### src/rtl/instruction_fetch_unit.sv
// instruction_fetch_unit
//   Fetch stage of the 5-stage RISC-V core. Owns the program counter and
//   issues one word request at a time over a req/gnt/rvalid handshake. Each
//   fetched word is delivered as {pc_out, instruction_out, valid_out} to the
//   IF/ID register. Honours hazard stalls and EX-stage redirects, and drops
//   any response that belongs to a squashed fetch.
//
//   Optional feature: define FETCH_MISALIGN_CHECK_EN to flag redirect targets
//   with [1:0] != 0 (sticky misaligned_out) and halt fetching until reset.
//   Without it, redirect targets are forced to word alignment.
//
// Ports
//   clk, rst              rising-edge clock, asynchronous active-low reset
//   imem_req/imem_addr    fetch request and its byte address (decoded from
//                         registered state only)
//   imem_gnt              memory accepts the request this cycle
//   imem_rvalid/rdata     read response
//   stall                 hazard unit: hold fetch outputs
//   redirect/redirect_pc  EX-stage taken branch/jump and its target
//   pc_out/instruction_out/valid_out  delivered instruction (valid 0 = bubble)
//   misaligned_out        sticky misaligned-target flag
module instruction_fetch_unit #(
  parameter logic [31:0] RESET_PC = 32'h0000_0000
) (
  input  logic        clk,
  input  logic        rst,
  output logic        imem_req,
  output logic [31:0] imem_addr,
  input  logic        imem_gnt,
  input  logic        imem_rvalid,
  input  logic [31:0] imem_rdata,
  input  logic        stall,
  input  logic        redirect,
  input  logic [31:0] redirect_pc,
  output logic [31:0] pc_out,
  output logic [31:0] instruction_out,
  output logic        valid_out,
  output logic        misaligned_out
);

  typedef enum logic [2:0] {
    S_REQ,
    S_WAIT,
    S_HOLD,
    S_DRAIN,
    S_HALT
  } state_e;

  state_e      state_q;
  logic [31:0] fetch_pc_q;
  logic [31:0] hold_pc_q;
  logic [31:0] hold_instr_q;
  logic [31:0] pc_out_q;
  logic [31:0] instr_q;
  logic        valid_q;
  logic        mis_q;
  logic        halt_pend_q;

  logic [31:0] pc_inc_d;
  logic [31:0] tgt_d;
  logic        tgt_bad_d;
  logic        halt_go_d;

`ifdef FETCH_MISALIGN_CHECK_EN
  assign tgt_d     = redirect_pc;
  assign tgt_bad_d = (redirect_pc[1:0] != 2'b00);
`else
  logic unused_tgt_lsb;
  assign unused_tgt_lsb = ^redirect_pc[1:0];
  assign tgt_d          = {redirect_pc[31:2], 2'b00};
  assign tgt_bad_d      = 1'b0;
`endif

  // A misaligned target this cycle, or one seen earlier while a response was
  // still outstanding, sends the FSM to HALT once nothing is in flight.
  assign halt_go_d = tgt_bad_d | halt_pend_q;
  assign pc_inc_d  = fetch_pc_q + 32'd4;

  assign imem_req        = (state_q == S_REQ);
  assign imem_addr       = fetch_pc_q;
  assign pc_out          = pc_out_q;
  assign instruction_out = instr_q;
  assign valid_out       = valid_q;
  assign misaligned_out  = mis_q;

  always_ff @(posedge clk or negedge rst) begin
    if (!rst) begin
      state_q      <= S_REQ;
      fetch_pc_q   <= RESET_PC;
      hold_pc_q    <= '0;
      hold_instr_q <= '0;
      pc_out_q     <= '0;
      instr_q      <= '0;
      valid_q      <= 1'b0;
      mis_q        <= 1'b0;
      halt_pend_q  <= 1'b0;
    end else begin
      // Output register: bubble unless something is delivered below; a
      // stall freezes all three outputs.
      if (!stall) begin
        valid_q <= 1'b0;
      end

      if (redirect && (state_q != S_HALT)) begin
        valid_q    <= 1'b0;
        fetch_pc_q <= tgt_d;
        if (tgt_bad_d) begin
          mis_q       <= 1'b1;
          halt_pend_q <= 1'b1;
        end
        case (state_q)
          // A grant in the same cycle leaves a response in flight to drop.
          S_REQ: begin
            if (imem_gnt) begin
              state_q <= S_DRAIN;
            end else begin
              state_q <= halt_go_d ? S_HALT : S_REQ;
            end
          end
          S_WAIT, S_DRAIN: begin
            if (imem_rvalid) begin
              state_q <= halt_go_d ? S_HALT : S_REQ;
            end else begin
              state_q <= S_DRAIN;
            end
          end
          default: begin
            state_q <= halt_go_d ? S_HALT : S_REQ;
          end
        endcase
      end else begin
        case (state_q)
          S_REQ: begin
            if (imem_gnt) begin
              state_q <= S_WAIT;
            end
          end
          S_WAIT: begin
            if (imem_rvalid) begin
              fetch_pc_q <= pc_inc_d;
              if (stall) begin
                hold_pc_q    <= fetch_pc_q;
                hold_instr_q <= imem_rdata;
                state_q      <= S_HOLD;
              end else begin
                pc_out_q <= fetch_pc_q;
                instr_q  <= imem_rdata;
                valid_q  <= 1'b1;
                state_q  <= S_REQ;
              end
            end
          end
          S_HOLD: begin
            if (!stall) begin
              pc_out_q <= hold_pc_q;
              instr_q  <= hold_instr_q;
              valid_q  <= 1'b1;
              state_q  <= S_REQ;
            end
          end
          S_DRAIN: begin
            if (imem_rvalid) begin
              state_q <= halt_pend_q ? S_HALT : S_REQ;
            end
          end
          default: begin
            state_q <= S_HALT;
          end
        endcase
      end
    end
  end

endmodule

### config.mk
export PLATFORM = sky130hd
export DESIGN_NAME = instruction_fetch_unit
export DESIGN_NICKNAME = d
export VERILOG_FILES = /design/src/rtl/instruction_fetch_unit.sv
export SDC_FILE = /design/constraint.sdc
export NUM_CORES = 1
export LEC_CHECK = 0
export CAP_MARGIN = 20
export CORE_MARGIN = 4
export CORE_UTILIZATION = 40
export DETAILED_ROUTE_END_ITERATION = 10
export PLACE_DENSITY = 0.62
export SLEW_MARGIN = 30
export SYNTH_ARGS = -nofsm -noshare
export SYNTH_HDL_FRONTEND = slang
export SYNTH_SLANG_ARGS = --single-unit
### constraint.sdc
create_clock -name clk -period 2.4 [get_ports clk]
set_input_delay 0.48 -clock clk [delete_from_list [all_inputs] [get_ports clk]]
set_output_delay 0.48 -clock clk [all_outputs]
set_load 0.005 [all_outputs]
# == Word-level counts from Yosys, hierarchy flattened ==
# Index checks and enable logic that the tools add are counted.
# op_classes
reduce_logical,10
n_eq_ne,11
bitwise,1
n_addsub,1
n_mux,26
# ops
cell,count
32-bit 2-to-1 mux,9
32-bit case mux with 2 select lines,2
32-bit by 3-bit adder with 32-bit output (second input constant),1
3-bit 2-to-1 mux,5
3-bit inequality test (second input constant),4
3-bit case mux with 4 select lines,1
4-bit AND reduction,2
3-bit by 2-bit == test with 1-bit output (second input constant),2
2-bit 2-to-1 mux,3
2-bit inequality test (second input constant),3
3-bit case mux with 2 select lines,1
2-bit nonzero test,3
5-bit AND reduction,1
1-bit 2-to-1 mux,4
3-bit by 1-bit == test with 1-bit output (second input constant),1
3-bit zero test,1
3-bit by 1-bit inequality test with 1-bit output (second input constant),1
1-bit case mux with 2 select lines,1
2-bit AND reduction,1
2-bit OR reduction,1
1-bit logical AND,1
1-bit inverter,1
# totals
in_bits,70
output_inout_bits,99
elab_cells,56
reg_bits,164

# == Logic depth before layout (Yosys ltp) ==
# Gate-level depths: netlist (run 1).
# logic_depth
ltp_word,5
depth_mapped,8
depth_no_buf,5

# == Worst setup path before layout (run 1) ==
# OpenSTA, ideal clock, no wires.
# synth_timing
path_kind,flip-flop to flip-flop
startpoint,register state_q[0]
endpoint,register hold_instr_q[19]
synth_period_minus_slack_ns,1.801
path_buffers,2
arrival_time_ns,1.676
setup_slack_ns,0.599
t_required_ns,2.275
path_stages_with_launch,7
setup_ns,0.125
path_cell_list,dfrtp_1 -> buf_2 -> and2b_1 -> and3_1 -> nand2_1 -> buf_2 -> mux2_2
# synth_between
elab_chain_cells,4
word_cells_on_any_way,5
classes_between,2 x eq/ne; 1 x bitwise; 2 x reduce/logical
# synth_lines
item,line_no,source
from (decl),49,state_e state_q;
from (signal assigned),117,state_q <= halt_go_d ? S_HALT : S_REQ;
from (signal assigned),122,state_q <= halt_go_d ? S_HALT : S_REQ;
from (signal assigned),128,state_q <= halt_go_d ? S_HALT : S_REQ;
3-bit inequality test,104,if (redirect && (state_q != S_HALT)) begin
1-bit logical AND,104,
1-bit inverter (no line),-,
4-bit AND reduction (no line) (*),-,
to (signal assigned),143,hold_instr_q <= imem_rdata;
to (decl),52,logic [31:0] hold_instr_q;
# Mark *: on every way between the ends. The rest lies on a longest branch, timed or not.
# A chain may end at the register's enable or synchronous reset.

# == Worst setup path in the final report (run 1) ==
# layout_timing
startpoint,register state_q[1]
endpoint,output port imem_req
# layout_between
elab_chain_cells,1
# layout_lines
item,line_no,source
3-bit zero test,79,assign imem_req = (state_q == S_REQ);
to (decl),27,"output logic imem_req,"
# Every way passes these cells.

==> results_dict.tcl, run 1 <==
set metrics [dict create \
    cp.required_ps 1920 \
    yosys.area_share.simple_pct 13.1 \
    drc 0 \
    fin_crit_sh_pct 92.1 \
    postCtsSetupBuffers 0 \
    slew_violations 0 \
    clock-sinks 158 \
    grtUsageTotal_pct 18.9 \
    rsz0062_at_grt "no" \
    seq_area_frac_synth_pct 54.0 \
    final_common_cell "clkdlybuf4s50_1" \
    cts_tree "done" \
    setup.worst_path.start_class "register" \
    grt_pass1_vias 5835 \
    first_iter_violations 246 \
    post_drt_wl_per_cell_um 17.9 \
    async_reset_ff_share_pct 100 \
    final_cell_mix "clkdlybuf4s50_1, dfrtp_1, nand2_1" \
    synth_xor_area_share_pct 2.03 \
    layout_setup_ws_ps 190 \
    fin_skew_ps 7.94 \
    grt_pass1_wl_mm 30.6 \
    status "complete, no violations" \
    slew_headroom_pct 52.4 \
    ys_types 60 \
    utilization_pct 55.4 \
    clock_path_buffers 2 \
    first_pass_iters 5 \
    rows 49 \
    synth_top_family_by_area "multiplexers" \
    dieArea_sq_um 20500 \
    ys_warn_count 0 \
    drive_above_1_share_pct 13.8 \
    grt-ovfl-total 0 \
    cp-end-kind "output pin" \
    critPathKind "register to output pin" \
    synth_compound_area_share_pct 9.26 \
    grt_max_degree 58 \
    hpwl_mm 13.5 \
    p_leak_nw 4.23 \
    clk_pin_slew_ps 60 \
    hold_violations 0 \
    antenna_found_initial 2 \
    worst_slew_pin_slew_ps 712 \
    place.port_buffers 161 \
    fp.dieH_um 143 \
    cap_violations 0 \
    htree_num_levels 4 \
    worstPathArrival_ps 1730 \
    synth_area_sq_um 7320 \
    diodes 0 \
    synth_largest_area_cell "dfrtp_1" \
    start_util_pct 40.8 \
    hold_class "primary input to async pin" \
    place_ws_ps -69.2 \
    fin_crit_ps 2210 \
    worstSkewPairLatency_ps 420 \
    vias 5571 \
    path_max_fanout 10 \
    synth_edf_count 0 \
    fin_nets 891 \
    synth_top_area_share_pct 54.0 \
    area_growth_pct 36.0 \
    gp_routability_congestion 0.797 \
    cts-buffers-inserted 17 \
    viasPerCell 5.25 \
    ys_ff_latch 158 \
    syn_area_per_cell_sq_um 11.2 \
    synth_cells 654 \
    io_pins 169 \
    fmax_mhz 453 \
    cts_root_buf "clkbuf_16" \
    synthTopCellsByArea "dfrtp_1, mux2i_1, mux2_2" \
    peakVddDrop_uv 530 \
    setup_viol 0 \
    cts_hold_buf 0 \
    wirelength_mm 19.0 \
    synth_flop_cell "dfrtp_1" \
    die_x_um 143 \
    core_area_sq_um 18000 \
    synthMuxAreaShare_pct 18.3 \
    drtAntennaViolNets 0 \
    cts_resized 0 \
    synth-adder-area-share_pct 0.171 \
    power_density_nw_per_um2 1100 \
]
[layer usage]
layer	GRT usage, %	vias to the layer above	routed length [um]
met5	0	-	27
met4	5.10	4	179
met3	5.19	17	1160
met2	30.9	145	9310
met1	24.9	2764	8350
li1	-	2641	-
[synthesized netlist by cell type (all sizes together) (3+ instances only)]
library cell / n
nor4: 3
o211ai: 3
and4: 4
xnor2: 6
nand2b: 6
a21oi: 3
nand2: 102
nor2: 11
mux2i: 66
inv: 3
a221o: 4
or3: 3
nand3: 13
or4: 3
xor2: 11
nor3: 8
and2: 9
a31oi: 3
and3: 6
buf: 26
o21ai: 86
nand4: 10
dfrtp: 158
mux2: 60
clkbuf: 20
[power by group]
part           switching [mW]  internal, mW  total (mW)  leakage [nW]
Sequential              0.718          3.74        4.46          1.96
Combinational            1.46          2.15        3.61          1.97
Clock                    1.06          1.80        2.85         0.297
Total                    3.23          7.69        10.9          4.23
[final timing paths]
kind | startpoint | endpoint | slack [ps] | depth (start not counted)
hold / removal | rst | instruction_out[14] | 20 | 1
min in group clk | pc_out[2] | pc_out[2] | 480 | 2
setup / recovery | state_q[1] | imem_req | 190 | 2
hold reg to reg | pc_out[2] | pc_out[2] | 480 | 2
max in group asynchronous | rst | hold_instr_q[1] | 1590 | 2
setup reg to reg | state_q[2] | imem_addr[10] | 350 | 7
[flip-flops by register name (all words and copies together) (netlist names)]
name             cells
pc_out              30
instruction_out     32
hold_pc_q           30
imem_addr           30
valid_out            1
state_q              3
hold_instr_q        32
[worst max-delay path, stage by stage, from the launching register on]
cell and delay, ps:
dfrtp_1 490, nor3_1 260, clkdlybuf4s50_1 570
[layout make-up]
type	count	area, sq um
multi-input cells	451	3180
flip-flops and latches	158	3950
inverters	3	11.3
clock buffers	22	464
fillers	1551	8000
well taps	229	287
repair buffers	189	1910
clock inverters	9	158
[kinds of logic (layout without fill, tap and decap cells)]
logic type,count (synthesis),count (layout)
xor gates and xnor gates,17,17
muxes,126,126
AOI/OAI and AO/OA,116,116
and+or+nand+nor,186,186
adders and majority gates,1,1
buffers and inverters,49,223
other,1,5
DFF,158,158
[metrics by stage]
step           std cells  total power [mW]  hold WS (ps)  TNS [ps]  instance area, sq um
2_1_floorplan        658              6.18           184         0                  7340
3_3_place_gp        1030              7.98           462     -1640                  9330
3_5_place_dp        1030              8.17           472      -336                  9330
4_1_cts             1061              11.1          20.7         0                  9950
5_1_grt             1061              11.6          39.2         0                  9960
6_report            1061              10.9          19.3         0                  9960
No activity file was read; power rests on OpenSTA's default activity.
==> run 2, diff against run 1 <==
MAX_ROUTING_LAYER = met4   (was unset)
SLEW_MARGIN = 20   (was 30)
==> run 2 against run 1 <==
  * Critical path depth unchanged
  * Clock power decreased by 12%
  * Maximum frequency increased by 0.97%
  * Combinational power about the same
  * Flip-flop and latch count unchanged
  * Critical path type unchanged
==> results_dict.tcl, run 2 (synthesis gave the netlist of run 1 again) <==
set metrics [dict create \
    place.port_buffers 161 \
    drive_above_1_share_pct 13.7 \
    cts_tree "done" \
    setup.worst_path.start_class "register" \
    slew_violations 0 \
    p_total_mw 10.6 \
    clock_path_buffers 2 \
    first_iter_violations 338 \
    drtAntennaViolNets 0 \
    vias 5566 \
    wirelength_mm 18.9 \
    hold_violations 0 \
    grt_max_degree 58 \
    dp.cells 1030 \
    die_x_um 143 \
    slew_headroom_pct 39.1 \
    io_pins 169 \
    gp_routability_congestion 0.808 \
    cts_root_buf "clkbuf_16" \
    fin_crit_sh_pct 91.2 \
    final_cell_mix "clkdlybuf4s50_1, dfrtp_1, nand2_1" \
    cp-end-kind "output pin" \
    post_drt_wl_per_cell_um 17.8 \
    postCtsSetupBuffers 0 \
    antenna_found_initial 1 \
    grt_pass1_wl_mm 31.0 \
    status "complete, no violations" \
    hpwl_mm 13.5 \
    finalSetupTns_ps 0 \
    worst_slew_pin_slew_ps 906 \
    power_density_nw_per_um2 1070 \
    peakVddDrop_uv 537 \
    grt-ovfl-total 0 \
    dieArea_sq_um 20500 \
    drc 0 \
    r2r-start "state_q[2]" \
    cp-startpoint "state_q[1]" \
    cts-buffers-inserted 17 \
    fin_nets 891 \
    area_growth_pct 35.0 \
    worstPathArrival_ps 1710 \
    fmax_mhz 457 \
    start_util_pct 40.8 \
    clk_pin_slew_ps 60 \
    cp.required_ps 1920 \
    rows 49 \
    first_pass_iters 4 \
    final_cells 1060 \
    final_common_cell "clkdlybuf4s50_1" \
    core_area_sq_um 18000 \
    viasPerCell 5.25 \
    fin_hold_ws_ps 7.11 \
    worstSkewPairLatency_ps 420 \
    cap_violations 0 \
    htree_num_levels 4 \
    grtUsageTotal_pct 19.6 \
    place_area_sq_um 9330 \
    fin_crit_ps 2190 \
    hold_class "primary input to async pin" \
    final_cell_area_sq_um 9880 \
    clock-sinks 158 \
    cts_hold_buf 0 \
    path_max_fanout 10 \
    max_stage_delay_ps 570 \
    fp.dieH_um 143 \
    rsz0062_at_grt "no" \
    fill_cells 1547 \
    cts_resized 0 \
    crit_slowest_cell "clkdlybuf4s50_1" \
    fin_skew_ps 8.62 \
    p_leak_nw 4.19 \
    critPathKind "register to output pin" \
    grt_pass1_vias 5960 \
    setup_viol 0 \
    crit_chain "nor3_1, clkdlybuf4s50_1" \
]
[run 2: cell count changes in the layout (fill, tap and decap cells not counted), sizes merged]
| cell | change |
|---|---|
| bufinv | -3 |
| clkinvlp | +3 |
| clkbuf | -2 |
| clkinv | +1 |
| diode | +1 |
| inv | -1 |
[run 2: final timing paths]
path                                       end  slack, ps  cells past startpoint
min in group clk                     pc_out[2]        480                      2
min                        instruction_out[14]          7                      1
max in group asynchronous        hold_pc_q[17]       1600                      2
min reg2reg                          pc_out[2]        480                      2
max reg2reg                      imem_addr[31]        360                      6
max                                   imem_req        210                      2
[run 2: worst max-delay path, delay by kind of cell (launching register included)]
kind	cells	cell delay [ps]
flops	1	470
simple gates	1	250
buf+inv	1	570
[run 2: per-layer routing]
| metal | up-vias | global-route usage (%) | share of wire, % |
|---|---|---|---|
| met5 | - | - | 0 |
| met1 | 2757 | 25.1 | 44 |
| li1 | 2644 | - | - |
| met2 | 141 | 30.9 | 48 |
| met4 | 0 | 5.45 | 1.6 |
| met3 | 24 | 5.62 | 6.3 |
[run 2: final cells by class]
type	instances	area [sq um]	area share [%]
sequential	158	3950	40.0
multi-input combinational	451	3170	32.1
timing repair buffer	189	1910	19.3
clock buffer	20	457	4.62
tap	229	287	2.90
clock inverter	9	90.1	0.912
inverter	3	11.3	0.114
antenna	1	2.50	0.0253
[run 2: stage by stage]
step / setup slack [ps] / util [%]
finish: 211 / 55.0
CTS: 73.2 / 55.0
global placement: -265 / 51.9
detailed placement: -296 / 51.9
global route: 105 / 55.0
floorplan: 599 / -
[run 2: where the power goes]
group / internal [mW] / switching, mW / total [mW]
sequential: 3.74 / 0.711 / 4.45
clock: 1.47 / 1.06 / 2.52
combinational: 2.15 / 1.46 / 3.60
==> run 3, diff against run 2 <==
MAX_ROUTING_LAYER = unset   (was met4)
==> run 3 against run 2 <==
  * Combinational power about the same
  * Wire length unchanged
  * Sequential power hardly changed
  * Total power hardly changed
  * Non-clock buffer count is the same
  * Maximum frequency up 0.32%
  * Setup slack improved by 6.9 ps
  * Register-to-register slack about the same
  * Critical path depth unchanged
  * Hold slack gained 5.0 ps
  * First-iteration DRC count decreased by 5.6%
  * Critical endpoint unchanged
==> results_dict.tcl, run 3 (synthesis gave the netlist of run 1 again) <==
set metrics [dict create \
    worstPathArrival_ps 1700 \
    cp-end-kind "output pin" \
    cp_top_family "buffers and inverters" \
    final_cell_mix "clkdlybuf4s50_1, dfrtp_1, nand2_1" \
    grt_max_degree 58 \
    start_util_pct 40.8 \
    p_leak_nw 4.19 \
    layout_setup_ws_ps 218 \
    clock-sinks 158 \
    cts_root_buf "clkbuf_16" \
    setup.worst_path.start_class "register" \
    status "complete, no violations" \
    worst_slew_pin_slew_ps 930 \
    antenna_found_initial 1 \
    diodes 0 \
    cts_tree "done" \
    fin_skew_ps 7.83 \
    hold_class "primary input to async pin" \
    slew_violations 0 \
    cts_hold_buf 0 \
    setup_viol 0 \
    slew_headroom_pct 37.5 \
    clock_path_buffers 2 \
    htree_num_levels 4 \
    fp.dieH_um 143 \
    crit_chain "nor3_1, clkdlybuf4s50_1" \
    dieArea_sq_um 20500 \
    core_area_sq_um 18000 \
    fin_crit_sh_pct 90.9 \
    ff2ff_setup_slack_ps 360 \
    fin_nets 891 \
    rsz0062_at_grt "no" \
    grt-ovfl-total 0 \
    cp.required_ps 1920 \
    cts-buffers-inserted 17 \
    drtAntennaViolNets 0 \
    die_x_um 143 \
    cts_resized 0 \
    vias 5562 \
    wirelength_mm 18.9 \
    place_ws_ps -296 \
    grt_pass1_wl_mm 31.0 \
    final_common_cell "clkdlybuf4s50_1" \
    drive_above_1_share_pct 13.7 \
    max_stage_delay_ps 570 \
    cap_violations 0 \
    crit_buf_inv 1 \
    peakVddDrop_uv 540 \
    critPathKind "register to output pin" \
    io_pins 169 \
    crit_slowest_cell "clkdlybuf4s50_1" \
    fmax_mhz 458 \
    hold_violations 0 \
    clk_pin_slew_ps 60 \
    grt_pass1_vias 5954 \
    path_max_fanout 10 \
    gp_routability_congestion 0.797 \
    hpwl_mm 13.5 \
    place.port_buffers 161 \
    post_drt_wl_per_cell_um 17.8 \
    power_density_nw_per_um2 1070 \
    drc 0 \
    grtUsageTotal_pct 19.1 \
    first_pass_iters 5 \
    area_growth_pct 34.9 \
    viasPerCell 5.25 \
    fin_crit_ps 2180 \
    utilization_pct 55.0 \
    first_iter_violations 319 \
    postCtsSetupBuffers 0 \
    worstSkewPairLatency_ps 420 \
    rows 49 \
    finalSetupTns_ps 0 \
]
run 3: through the flow:
stage          std cells  power (mW)  hold slack, ps  area, sq um
2_1_floorplan        658        6.18             184         7340
3_3_place_gp        1030        7.98             462         9330
3_5_place_dp        1030        8.17             470         9330
4_1_cts             1059        10.7            22.9         9870
5_1_grt             1059        11.3            38.9         9880
6_report            1059        10.6            12.1         9880
run 3: power by group:
group          switching (mW)  internal, mW  leakage, nW  total, mW
Sequential              0.711          3.74         1.96       4.45
Clock                    1.05          1.46        0.252       2.52
Combinational            1.46          2.15         1.97       3.60
Total                    3.22          7.35         4.19       10.6
run 3: routing by layer:
layer / track usage (%) / routed length (um) / up-vias
li1: - / - / 2638
met1: 24.9 / 8310 / 2747
met2: 30.9 / 9020 / 147
met3: 5.29 / 1220 / 28
met4: 6.34 / 336 / 2
met5: 0 / 14 / -
run 3: path summary, 6_finish.rpt:
check	cells after the start	endpoint	from
setup / recovery	2	imem_req	state_q[1]
hold / removal	1	instruction_out[14]	rst
setup reg to reg	5	imem_addr[28]	imem_addr[4]
hold reg to reg	2	pc_out[2]	pc_out[2]
max in group asynchronous	2	hold_pc_q[17]	rst
min in group clk	2	pc_out[2]	pc_out[2]
run 3: final cells by class:
class	instances	area, sq um
multi-input cells	451	3170
well taps	229	287
inverters	3	11.3
clock buffers	20	457
clock inverters	9	90.1
fillers	1548	8080
repair buffers	189	1910
flip-flops and latches	158	3950
